$ cat config.mk
export PLATFORM = sky130hd
export DESIGN_NAME = fifo_push_arbiter
export DESIGN_NICKNAME = d
export VERILOG_FILES = /design/src/rtl/fifo_arb_pkg.sv /design/src/rtl/fifo_arb_rr_pick.sv /design/src/rtl/fifo_push_arbiter.sv
export SDC_FILE = /design/constraint.sdc
export NUM_CORES = 1
export LEC_CHECK = 0
export BUFFER_PORTS_ARGS = -buffer_cell sky130_fd_sc_hd__buf_2
export CAP_MARGIN = 30
export CORE_MARGIN = 3
export CORE_UTILIZATION = 50
export DETAILED_ROUTE_END_ITERATION = 7
export GPL_ROUTABILITY_DRIVEN = 0
export GPL_TIMING_DRIVEN = 1
export PLACE_DENSITY = 0.82
export SYNTH_ARGS = -nofsm -noshare
export SYNTH_HDL_FRONTEND = slang
export SYNTH_HIERARCHICAL = 1
export SYNTH_SLANG_ARGS = --single-unit
$ cat constraint.sdc
create_clock -name clk -period 4.3 [get_ports clk]
set_input_delay 0.215 -clock clk [delete_from_list [all_inputs] [get_ports clk]]
set_output_delay 0.215 -clock clk [all_outputs]
set_load 0.005 [all_outputs]
$ cat src/rtl/fifo_arb_pkg.sv
// Shared constants and state encoding for the FIFO push arbiter.
package fifo_arb_pkg;

    localparam int unsigned DATA_W           = 8;
    localparam int unsigned DEF_NUM_REQ      = 4;
    localparam int unsigned DEF_MAX_BURST    = 8;
    localparam int unsigned DEF_IDLE_TIMEOUT = 15;

    typedef enum logic {
        ST_IDLE  = 1'b0,
        ST_BURST = 1'b1
    } arb_state_e;

endpackage

$ cat src/rtl/fifo_arb_rr_pick.sv
// Combinational round-robin picker: first valid requester above last_owner, wrapping.
module fifo_arb_rr_pick
    import fifo_arb_pkg::*;
#(
    parameter int unsigned NUM_REQ = DEF_NUM_REQ
) (
    input  logic [NUM_REQ-1:0]         req_valid,
    input  logic [$clog2(NUM_REQ)-1:0] last_owner,
    output logic [NUM_REQ-1:0]         next_grant,
    output logic                       found
);

    localparam int unsigned IDX_W = $clog2(NUM_REQ);

    logic [IDX_W-1:0] idx;

    always_comb begin
        next_grant = '0;
        found      = 1'b0;
        idx        = '0;
        // Offset 1 first so the previous owner is considered last.
        for (int unsigned k = 1; k <= NUM_REQ; k++) begin
            idx = IDX_W'((32'(last_owner) + k) % NUM_REQ);
            if (!found && req_valid[idx]) begin
                next_grant[idx] = 1'b1;
                found           = 1'b1;
            end
        end
    end

endmodule

$ cat src/rtl/fifo_push_arbiter.sv
// Round-robin burst arbiter sharing one FIFO push port among NUM_REQ producers.
module fifo_push_arbiter
    import fifo_arb_pkg::*;
#(
    parameter int unsigned NUM_REQ      = DEF_NUM_REQ,
    parameter int unsigned MAX_BURST    = DEF_MAX_BURST,
    parameter int unsigned IDLE_TIMEOUT = DEF_IDLE_TIMEOUT
) (
    input  logic                      clk,
    input  logic                      rst_n,
    input  logic [NUM_REQ-1:0]        req_valid,
    input  logic [NUM_REQ-1:0]        req_last,
    input  logic [DATA_W*NUM_REQ-1:0] req_data,
    output logic [NUM_REQ-1:0]        req_ready,
    input  logic                      fifo_full,
    output logic                      push,
    output logic [DATA_W-1:0]         push_data,
    output logic [NUM_REQ-1:0]        grant,
    output logic                      busy
);

    localparam int unsigned IDX_W  = $clog2(NUM_REQ);
    localparam int unsigned BEAT_W = $clog2(MAX_BURST + 1);
    localparam int unsigned IDLE_W = $clog2(IDLE_TIMEOUT + 1);

    arb_state_e        state_q;
    logic [IDX_W-1:0]  last_owner_q;
    logic [BEAT_W-1:0] beat_cnt_q;
    logic [IDLE_W-1:0] idle_cnt_q;

    logic [NUM_REQ-1:0] pick_grant;
    logic               pick_found;
    logic [IDX_W-1:0]   owner_idx;
    logic               owner_valid;
    logic               owner_last;
    logic               beat_last;
    logic               idle_last;

    fifo_arb_rr_pick #(
        .NUM_REQ (NUM_REQ)
    ) u_pick (
        .req_valid  (req_valid),
        .last_owner (last_owner_q),
        .next_grant (pick_grant),
        .found      (pick_found)
    );

    // AND-OR mux keeps push_data at zero whenever no grant is held.
    always_comb begin
        owner_idx = '0;
        push_data = '0;
        for (int unsigned i = 0; i < NUM_REQ; i++) begin
            if (grant[i]) begin
                owner_idx = IDX_W'(i);
            end
            push_data = push_data | (req_data[i*DATA_W +: DATA_W] & {DATA_W{grant[i]}});
        end
    end

    assign owner_valid = |(req_valid & grant);
    assign owner_last  = |(req_last & grant);
    assign push        = owner_valid & ~fifo_full;
    assign req_ready   = grant & {NUM_REQ{~fifo_full}};
    assign beat_last   = (beat_cnt_q == BEAT_W'(MAX_BURST - 1));
    assign idle_last   = (idle_cnt_q == IDLE_W'(IDLE_TIMEOUT - 1));

    always_ff @(posedge clk or negedge rst_n) begin
        if (!rst_n) begin
            state_q      <= ST_IDLE;
            grant        <= '0;
            busy         <= 1'b0;
            last_owner_q <= IDX_W'(NUM_REQ - 1);
            beat_cnt_q   <= '0;
            idle_cnt_q   <= '0;
        end else begin
            case (state_q)
                ST_IDLE: begin
                    if (pick_found) begin
                        state_q    <= ST_BURST;
                        grant      <= pick_grant;
                        busy       <= 1'b1;
                        beat_cnt_q <= '0;
                        idle_cnt_q <= '0;
                    end
                end
                ST_BURST: begin
                    if (push) begin
                        beat_cnt_q <= beat_cnt_q + 1'b1;
                        idle_cnt_q <= '0;
                        if (owner_last || beat_last) begin
                            state_q      <= ST_IDLE;
                            grant        <= '0;
                            busy         <= 1'b0;
                            last_owner_q <= owner_idx;
                        end
                    end else if (!owner_valid) begin
                        // A full-stall (valid high, push low) deliberately skips this branch.
                        if (idle_last) begin
                            state_q      <= ST_IDLE;
                            grant        <= '0;
                            busy         <= 1'b0;
                            last_owner_q <= owner_idx;
                        end else begin
                            idle_cnt_q <= idle_cnt_q + 1'b1;
                        end
                    end
                end
                default: begin
                    state_q <= ST_IDLE;
                    grant   <= '0;
                    busy    <= 1'b0;
                end
            endcase
        end
    end

endmodule

==> flow_summary.toml <==
[worst_setup_path]
endpoint_kind = "register"
regToRegStartpoint = "last_owner_q[1]"
reg2reg_slack_ps = 1580
critPathSlowestCell = "dfstp_2"
critPathMaxFanout = 13
max_stage_delay_ps = 680
cp-start-kind = "register"
cp.required_ps = 4500
path_class = "register to register"
r2r-end = "grant[2]"
cp.arrival_ps = 2920
cp_cell_sequence = "inv_1 -> ha_1 -> mux2_2 -> nand4_1 -> o21ai_0 -> a221o_1 -> a22o_1 -> a41o_1"
reg2reg_depth = 8

[clock_tree]
cts_tree = "yes"
htreeDepth = 1
postCtsHoldBufs = 1
clock_latency_ps = 300
root_buffer = "clkbuf_4"
cts.sinks = 16
post_cts_buffers = 0
clkSlewWorstSetupHoldPaths_ps = 110
cts_buffer_depth = 2
numCtsBuffers = 3
cts_repair_resize_count = 0

[pwr]
leakagePower_nw = 0.980
p_switching_uw = 541
powerDensity_nw_per_um2 = 620
swShare = 0.465
vdd_drop_max_mv = 0.421
p_comb_frac = 0.583
pwr-share-clk = 0.090
seqPwrFrac = 0.327
p_int_uw = 623

[timing]
slew_headroom = 0.600
skew_ps = 10.2
fmax_ghz = 0.368
max_slew.worst_pin.slew_ps = 600
final_hold_viol_count = 0
maxSlewViolCount = 0
timing.final.crit_share = 0.632
setup_tns_ps = 0
min_period_ps = 2720
setup_viol = 0
rsz0062_at_grt = "false"

[global_routing]
grt_start_max_net_pins = 19
use_met1 = 0.299
grt_pass1_vias = 1305
use_met3 = 0.0377
gr-usage-met2 = 0.353
grt_usage = 0.214
grt_antenna_before_repair = 0
top_usage_layer = "met2"
grt_pass1_wl_um = 6100
overflow = 0

[synth]
ys_seq_area_frac = 0.260
ys_ff_latch = 16
syn_avg_cell_area_sq_um = 8.95
synth_ff_type = "dfrtp_1"
synth_fp_nets = 227
yosys_warnings = 6
netlist_area_sq_um = 1550
async_reset_ff_frac = 1.00
synthCells = 173
ys_types = 39
synth_edf_count = 0

[die]
die_w_um = 61.7
num_rows = 19
start_util = 0.543
die-area_sq_um = 3800
pin_count = 61
core-area_sq_um = 2850
die_y_um = 61.7

[routing]
viasPerCell = 6.02
route.detailed.drc = 0
wl_per_cell_um = 15.3
drtPass1Iterations = 4
ant_nets = 0
routed_wl_um = 3970
via_count = 1565
drtIter0Drc = 111

[finish]
drive_gt1_frac = 0.319
final_cells = 260
syn2layout_area_growth_pct = 21.2
final_common_cell = "buf_2"
num_antenna_cells = 0
layout.nets = 284
layout_common_cells = "buf_2, a22oi_1, nand2_1"

[flow_run]
drv_cap = 0

[place]
io_buffers = 60
dp_cells = 255
dp_hpwl_um = 2980

[outcome]
status = "complete, no violations"

[min_path]
hold_class = "primary input to async pin"
[power groups by stage]
stage / Sequential, mW / Combinational [mW] / Clock, mW
after global routing: 0.398 / 0.755 / 0.113
after CTS: 0.380 / 0.677 / 0.108
after global placement: 0.377 / 0.654 / 0
after detailed placement: 0.384 / 0.674 / 0
final: 0.380 / 0.678 / 0.105
after floorplan: 0.291 / 0.568 / 0
[logic make-up after synthesis]
logic type	count (synthesis)	share of synthesized area
AOI/OAI and AO/OA	57	0.300
adders and majority gates	11	0.0889
muxes	13	0.0961
and+or+nand+nor	51	0.167
DFF	16	0.260
buffers and inverters	21	0.0654
xor gates and xnor gates	4	0.0226
[layer usage]
layer / wire, um / vias up
met2: 1990 / 52
met4: 0 / 0
met1: 1780 / 743
met5: 0 / -
met3: 200 / 0
li1: - / 770
[metrics by stage]
stage / util / power, mW / hold slack (ps) / setup WS [ps] / cell area (sq um)
2_1_floorplan: - / 0.859 / -80.6 / 1810 / 1550
3_3_place_gp: 0.642 / 1.03 / 152 / 1710 / 1830
3_5_place_dp: 0.642 / 1.06 / 154 / 1610 / 1830
4_1_cts: 0.658 / 1.16 / 356 / 1590 / 1880
5_1_grt: 0.658 / 1.27 / 382 / 1460 / 1880
6_report: 0.658 / 1.16 / 343 / 1580 / 1880
[how the worst max path moves through the flow]
| stage | cells past startpoint | slack [ps] | end | from |
|---|---|---|---|---|
| 5_1_grt | 8 | 1460 | grant[2] | last_owner_q[1] |
| 4_1_cts | 8 | 1590 | grant[2] | last_owner_q[0] |
| 6_report | 8 | 1580 | grant[2] | last_owner_q[1] |
| 3_3_place_gp | 8 | 1710 | grant[1] | last_owner_q[1] |
| 3_5_place_dp | 8 | 1610 | grant[2] | last_owner_q[1] |
| 2_1_floorplan | 9 | 1810 | grant[0] | last_owner_q[1] |
[critical path: cells and delay by family (launching register included)]
kind,cells,cell delay (ps)
compound gates,4,940
fa+ha+maj,1,420
flops,1,680
buf+inv,1,150
simple gates,1,80
mux,1,360
[cells in the mapped netlist (2+ instances only)]
cell / number / share of area
a22oi_1: 21 / 0.10
nand2_1: 19 / 0.046
dfrtp_1: 14 / 0.23
inv_1: 12 / 0.029
ha_1: 11 / 0.089
mux2i_1: 10 / 0.065
a22o_1: 8 / 0.045
nor2_1: 8 / 0.019
clkbuf_1: 6 / 0.015
nand3_1: 5 / 0.016
a221o_1: 4 / 0.026
a41o_1: 4 / 0.026
nand2b_1: 4 / 0.016
nor2b_1: 4 / 0.016
buf_6: 3 / 0.022
nand4_1: 3 / 0.012
o21ai_0: 3 / 0.0097
o22ai_1: 3 / 0.012
xor2_1: 3 / 0.017
a21oi_1: 2 / 0.0065
a21oi_2: 2 / 0.011
a31o_1: 2 / 0.011
dfstp_2: 2 / 0.034
mux2_2: 2 / 0.015
nand3b_1: 2 / 0.0097
nor3_1: 2 / 0.0065
o211ai_1: 2 / 0.0097
[flip-flops by register name, summed over array words and instances (netlist names)]
name          count
beat_cnt_q        4
busy              1
grant             4
idle_cnt_q        4
last_owner_q      2
state_q           1
[area by class of cell]
cell class	count	area, sq um
multi-input combinational	136	1040
fill	249	975
sequential	16	403
timing repair buffer	61	310
inverter	12	45.0
tap	31	38.8
clock buffer	4	36.3
(Power assumes the default switching activity.)
